**config.mk**
```make
export PLATFORM = sky130hd
export DESIGN_NAME = booth_multiplier_param
export DESIGN_NICKNAME = d
export VERILOG_FILES = /design/src/rtl/booth_multiplier_param.sv
export SDC_FILE = /design/constraint.sdc
export NUM_CORES = 1
export LEC_CHECK = 0
export CAP_MARGIN = 20
export CORE_ASPECT_RATIO = 0.7
export CORE_MARGIN = 4
export CORE_UTILIZATION = 51
export CTS_BUF_LIST = sky130_fd_sc_hd__clkbuf_16
export CTS_CLUSTER_DIAMETER = 120
export DETAILED_ROUTE_END_ITERATION = 16
export GPL_TIMING_DRIVEN = 0
export MAX_ROUTING_LAYER = met4
export PLACE_DENSITY_LB_ADDON = 0.12
export SLEW_MARGIN = 20
export SYNTH_ARGS = -nofsm -noshare
export SYNTH_HDL_FRONTEND = slang
export SYNTH_SLANG_ARGS = --single-unit
```
**constraint.sdc**
```tcl
create_clock -name clk -period 5.4 [get_ports clk]
set_input_delay 1.62 -clock clk [delete_from_list [all_inputs] [get_ports clk]]
set_output_delay 1.62 -clock clk [all_outputs]
set_load 0.02 [all_outputs]
```
**src/rtl/booth_multiplier_param.sv**
```systemverilog
// Sequential Booth multiplier, WIDTH x WIDTH -> 2*WIDTH, signed/unsigned per operation.
// Define BOOTH_RADIX4_EN for radix-4 recoding (half the latency); default build is radix-2.
module booth_multiplier_param #(
  parameter int WIDTH = 64
) (
  input  logic                 clk,
  input  logic                 reset_n,
  input  logic [WIDTH-1:0]     multiplier,
  input  logic [WIDTH-1:0]     multiplicand,
  input  logic                 signed_mode,
  input  logic                 op_start,
  input  logic                 op_clear,
  output logic                 op_busy,
  output logic                 op_done,
  output logic [2*WIDTH-1:0]   result
);

  localparam int N  = WIDTH + 2;
  localparam int AW = WIDTH + 4;
`ifdef BOOTH_RADIX4_EN
  localparam int ITER = (WIDTH + 2) / 2;
`else
  localparam int ITER = WIDTH + 2;
`endif
  localparam int CW = $clog2(ITER + 1);
  localparam logic [CW-1:0] ITER_LD = CW'(ITER);
  localparam logic [CW-1:0] CNT_ONE = {{(CW-1){1'b0}}, 1'b1};

  typedef enum logic [1:0] {
    ST_IDLE = 2'd0,
    ST_EXEC = 2'd1,
    ST_DONE = 2'd2
  } state_t;

  state_t              state_r, next_state_s;
  logic                busy_nxt_s, done_nxt_s;
  logic                op_busy_r, op_done_r;
  logic [AW-1:0]       acc_r, acc_step_s, b_ext_s, pp_s, sum_s;
  logic [N-1:0]        q_r, q_step_s, mcand_r;
  logic                qm1_r, qm1_step_s;
  logic [CW-1:0]       cnt_r;
  logic [2*WIDTH-1:0]  result_r, result_nxt_s;

  // Both modes become exact signed N-bit operands: sign- or zero-extended by two bits.
  function automatic logic [N-1:0] extend_op(input logic [WIDTH-1:0] v, input logic sm);
    logic [N-1:0] r;
    if (sm) begin
      r = {{2{v[WIDTH-1]}}, v};
    end else begin
      r = {2'b00, v};
    end
    return r;
  endfunction

  assign b_ext_s = {{2{mcand_r[N-1]}}, mcand_r};

  // One Booth step: select partial product, add, arithmetic shift of {acc, q, q-1}.
  always_comb begin
    pp_s = {AW{1'b0}};
`ifdef BOOTH_RADIX4_EN
    case ({q_r[1:0], qm1_r})
      3'b001, 3'b010: pp_s = b_ext_s;
      3'b011:         pp_s = b_ext_s << 1;
      3'b100:         pp_s = -(b_ext_s << 1);
      3'b101, 3'b110: pp_s = -b_ext_s;
      default:        pp_s = {AW{1'b0}};
    endcase
    sum_s      = acc_r + pp_s;
    acc_step_s = {{2{sum_s[AW-1]}}, sum_s[AW-1:2]};
    q_step_s   = {sum_s[1:0], q_r[N-1:2]};
    qm1_step_s = q_r[1];
`else
    case ({q_r[0], qm1_r})
      2'b01:   pp_s = b_ext_s;
      2'b10:   pp_s = -b_ext_s;
      default: pp_s = {AW{1'b0}};
    endcase
    sum_s      = acc_r + pp_s;
    acc_step_s = {sum_s[AW-1], sum_s[AW-1:1]};
    q_step_s   = {sum_s[0], q_r[N-1:1]};
    qm1_step_s = q_r[0];
`endif
    result_nxt_s = {acc_step_s[2*WIDTH-N-1:0], q_step_s};
  end

  // State register and registered handshake outputs.
  always_ff @(posedge clk or negedge reset_n) begin
    if (!reset_n) begin
      state_r   <= ST_IDLE;
      op_busy_r <= 1'b0;
      op_done_r <= 1'b0;
    end else begin
      state_r   <= next_state_s;
      op_busy_r <= busy_nxt_s;
      op_done_r <= done_nxt_s;
    end
  end

  // Next-state logic; clear overrides everything, DONE leaves only on clear.
  always_comb begin
    next_state_s = state_r;
    if (op_clear) begin
      next_state_s = ST_IDLE;
    end else begin
      case (state_r)
        ST_IDLE: begin
          if (op_start) begin
            next_state_s = ST_EXEC;
          end else begin
            next_state_s = ST_IDLE;
          end
        end
        ST_EXEC: begin
          if (cnt_r == CNT_ONE) begin
            next_state_s = ST_DONE;
          end else begin
            next_state_s = ST_EXEC;
          end
        end
        ST_DONE: next_state_s = ST_DONE;
        default: next_state_s = ST_IDLE;
      endcase
    end
  end

  // Output decode of the upcoming state, registered alongside the state.
  always_comb begin
    busy_nxt_s = 1'b0;
    done_nxt_s = 1'b0;
    case (next_state_s)
      ST_EXEC: busy_nxt_s = 1'b1;
      ST_DONE: done_nxt_s = 1'b1;
      default: begin
        busy_nxt_s = 1'b0;
        done_nxt_s = 1'b0;
      end
    endcase
  end

  // Datapath: operand capture, iteration, result write on the final step.
  always_ff @(posedge clk or negedge reset_n) begin
    if (!reset_n) begin
      acc_r    <= {AW{1'b0}};
      q_r      <= {N{1'b0}};
      qm1_r    <= 1'b0;
      mcand_r  <= {N{1'b0}};
      cnt_r    <= {CW{1'b0}};
      result_r <= {(2*WIDTH){1'b0}};
    end else if (op_clear) begin
      acc_r    <= {AW{1'b0}};
      q_r      <= {N{1'b0}};
      qm1_r    <= 1'b0;
      mcand_r  <= {N{1'b0}};
      cnt_r    <= {CW{1'b0}};
      result_r <= {(2*WIDTH){1'b0}};
    end else begin
      case (state_r)
        ST_IDLE: begin
          if (op_start) begin
            acc_r   <= {AW{1'b0}};
            q_r     <= extend_op(multiplier, signed_mode);
            qm1_r   <= 1'b0;
            mcand_r <= extend_op(multiplicand, signed_mode);
            cnt_r   <= ITER_LD;
          end
        end
        ST_EXEC: begin
          acc_r <= acc_step_s;
          q_r   <= q_step_s;
          qm1_r <= qm1_step_s;
          cnt_r <= cnt_r - CNT_ONE;
          if (cnt_r == CNT_ONE) begin
            result_r <= result_nxt_s;
          end
        end
        default: begin
          cnt_r <= cnt_r;
        end
      endcase
    end
  end

  assign op_busy = op_busy_r;
  assign op_done = op_done_r;
  assign result  = result_r;

endmodule

```
==> qor.csv <==
stage;metric;value;unit
run_status;status;finished, violations left;
run_status;failing checks;negative setup slack;
grt;first-pass GRT wire length;106000;um
cts;Worst-Skew Late Latency;0.55;ns
grt;initial antenna violation count;2;
grt;gr ovfl total;0;
placed_design;routability cong.;1.07;
detailed_routing;first drt pass iteration count;7;
critical_path;Worst Path Required;5.86;ns
critical_path;CP peak stage delay;0.59;ns
pwr;Tot Pwr;0.00622;W
timing;max-slew violations;0;
die;Starting Density;51.7;%
cts;Root Driver;clkbuf_16;
detailed_routing;WL final;70300;um
yosys;Most used DFF post-synth;dfrtp_1;
finish;share of cells above drive strength 1;10.3;%
cts;Sink Count;338;
yosys;Synth area leaders;dfrtp_1 (44%), nand2_1 (9.0%), a22o_1 (6.3%), a21oi_1 (5.8%), ha_1 (4.7%);
die;chip width;240;um
worst_hold_path;WHS Path Cells;2;
yosys;largest family of logic cells by synthesized area;compound AO/OA/AOI/OAI gates;
yosys;FF+latch count, synth;338;
yosys;Warnings, synthesis;0;
cts;Bufs on Longest Clock Path;3;
run;max-cap viol count;0;
cts;clk slew on worst S/H paths;0.06;ns
yosys;adder-cell share of the synthesized area;4.79;%
yosys;post-synthesis sequential area ratio;44.0;%
pwr;Leakage;10.8;nW
detailed_routing;final antenna-violating net count;0;
critical_path;endpoint class of the critical path;register;
placed_design;DP Area;22500;um2
detailed_routing;WL/cell;22.7;um
die;core area;37200;um2
critical_path;Critical Path Start Type;register;
yosys;Synth Area in Simple Gates;20.3;%
timing;final worst-path setup slack;-0.0929;ns
finish;final core utilization;67.1;%
timing;headroom to the max-slew limit;24.8;%
detailed_routing;vias per inst;6.28;
critical_path;Reg2Reg Depth;20;
critical_path;CP max stage cell;or4_4;
yosys;share of the synthesized area in the top cell type;44.0;%
cts;hold buffer count at CTS;0;
yosys;Synth Area in XOR/XNOR;3.10;%
yosys;Async S/R FF share, synth;100;%
cts;CTS tree;done;
grt;vias in the first global route;18500;
finish;Final Instance Count excl. Fillers;3096;
finish;nets;2787;
placed_design;placed cells;2988;
pwr;PD cells;249;nW/um2
yosys;post-synthesis compound-gate area fraction;23.9;%
critical_path;worst-path cell chain;or3_4 > or4_4 > or4_4 > or4_4 > nor2_4 > nand2_4 > nor3_4 > nand3_2 > a311oi_4 > ha_4 > a21oi_2 > nor2b_1 > o21ai_1 > nand2b_1 > a21oi_2 > nor2b_2 > or4_4 > o221ai_4 > a31oi_1 > mux2i_1;
yosys;Yosys cell types;68;
yosys;synthesized area;19200;um2
yosys;Synth area leader;dfrtp_1;
finish;Layout area overhead;29.8;%
critical_path;CP max FO;5;
timing;max frequency;182;MHz
critical_path;critical path class;reg2reg;
die;Rows;59;
timing;min Tclk post-route;5.49;ns
yosys;Post-Syn Area per Cell;8.60;um2
cts;TritonCTS buffer count;35;
timing;crit share post-route;102;%
timing;skew final;0.0171;ns
die;Die Footprint;40900;um2
timing;Final Hold Fails;0;
yosys;syn nets;2442;
detailed_routing;DRT iter0 DRCs;2204;
grt;GRT Util Overall;34.1;%
detailed_routing;DR DRC count;0;
worst_hold_path;Hold Path Class;reg2reg;
die;DIE HEIGHT;170;um
yosys;mux cell area share after synthesis;0.111;%
pwr;Worst IR Drop VDD;0.203;mV
placed_design;DP HPWL;51400;um
timing;Worst Max-Slew Pin Slew;1.12;ns
placed_design;input/output buffers;261;
cts;htree depth;2;
finish;post-route cell area;25000;um2
grt;largest net degree at the start of global routing;92;
detailed_routing;DR vias;19400;
timing;Final Setup Violations;3;
critical_path;cell with the most instances on the worst path;or4_4;
timing;RSZ-0062 raised after global routing;yes;
die;io pins;263;
yosys;cell count after synthesis;2236;
yosys;EDFF count, synth;0;
critical_path;WP data arrival;5.95;ns
==> worst paths after layout <==
check | from | endpoint | slack (ns)
max | mcand_r[39] | acc_r[66] | -0.09
min | acc_r[24] | acc_r[24] | 0.48
max reg2reg | mcand_r[39] | acc_r[66] | -0.09
min reg2reg | acc_r[24] | acc_r[24] | 0.48
max in group asynchronous | reset_n | mcand_r[13] | 3.05
min in group asynchronous | reset_n | result[46] | 1.00
==> final cells by class <==
cell class,count,area [um2]
fillers,3095,12200
clock buffers,36,901
clock inverters,26,176
well taps,488,611
repair buffers,322,3150
plain buffers,150,577
inverters,31,116
flip-flops and latches,338,8470
diodes,2,5.00
multi-input cells,1703,11000
==> cells by family after synthesis <==
| logic type | after synthesis |
|---|---|
| simple gates | 886 |
| compound gates | 674 |
| flops | 338 |
| buf+inv | 195 |
| fa+ha+maj | 73 |
| xor+xnor | 68 |
| mux | 2 |
==> synth_stat cells (all sizes together), types with 11 or more instances <==
library cell and number:
o21ai 92, a22o 139, inv 31, nand2 463, nor2 187, a21oi 222, ha 72, nand2b 12
o21bai 18, xnor2 44, a21o 37, or3 20, a311oi 80, a211oi 13, nand3b 15, o21a 11
nor3 60, clkbuf 159, dfrtp 338, nand4 34, xor2 24, nand3 29
==> layout by cell type (no fill, tap or decap), drive strengths merged, types with 8 or more instances in the layout <==
| cell type | n |
|---|---|
| dfrtp | 338 |
| and2 | 9 |
| a211oi | 13 |
| clkbuf | 181 |
| nor4 | 10 |
| clkinv | 10 |
| nor2b | 10 |
| ha | 72 |
| buf | 67 |
| nor2 | 187 |
| nand3b | 15 |
| o21bai | 18 |
| nor3 | 60 |
| nand2 | 463 |
| nand3 | 29 |
| a21oi | 222 |
| or3 | 20 |
| nand4 | 34 |
| nor3b | 8 |
| xnor2 | 44 |
| a21o | 37 |
| xor2 | 24 |
| a211o | 8 |
| or4 | 8 |
| o21a | 11 |
| clkdlybuf4s50 | 260 |
| inv | 43 |
| o21ai | 92 |
| nand2b | 12 |
| a311oi | 80 |
| a22o | 139 |
==> registers in the layout, indices dropped and copies added, names as in the netlist <==
register / flops
qm1_r: 1
op_done: 1
acc_r: 67
q_r: 66
cnt_r: 7
state_r: 2
op_busy: 1
mcand_r: 65
result: 128
==> per-stage QoR <==
stage	worst slack, ns	TNS (ns)	hold slack (ns)
2_1_floorplan	0.149	0	0.452
3_3_place_gp	-12.02	-4128.22	0.466
3_5_place_dp	-1.42	-62.92	0.471
4_1_cts	-0.0109	-0.0109	0.485
5_1_grt	-0.189	-1.92	0.515
6_report	-0.0929	-0.130	0.482
==> per-layer routing <==
metal	vias up	wire length (um)	global-route usage (%)
li1	8726	-	-
met1	9497	30900	48.9
met2	1070	30000	48.1
met3	148	7160	8.38
met4	0	2270	10.2
met5	-	0	-
==> power by group <==
group | internal (W) | switching [W] | leakage, nW | total, W
combinational | 0.000387 | 0.000711 | 5.62 | 0.00110
clock | 0.00131 | 0.00106 | 0.559 | 0.00237
sequential | 0.00263 | 0.000122 | 4.62 | 0.00276
total | 0.00433 | 0.00189 | 10.8 | 0.00622
==> critical path: cells and delay by family, from the launching register on <==
kind	cells	cell delay [ns]
compound gates	6	1.17
fa+ha+maj	1	0.28
flops	1	0.45
mux	1	0.19
simple gates	12	3.31
==> repair_timing <==
item	4_1_cts	5_1_grt
endpoints found under the setup margin	80	66
cloned	0	0
pin swaps	22	77
setup buffers	25	33
resized for setup	89	127
Power figures use the tool's default switching activity.
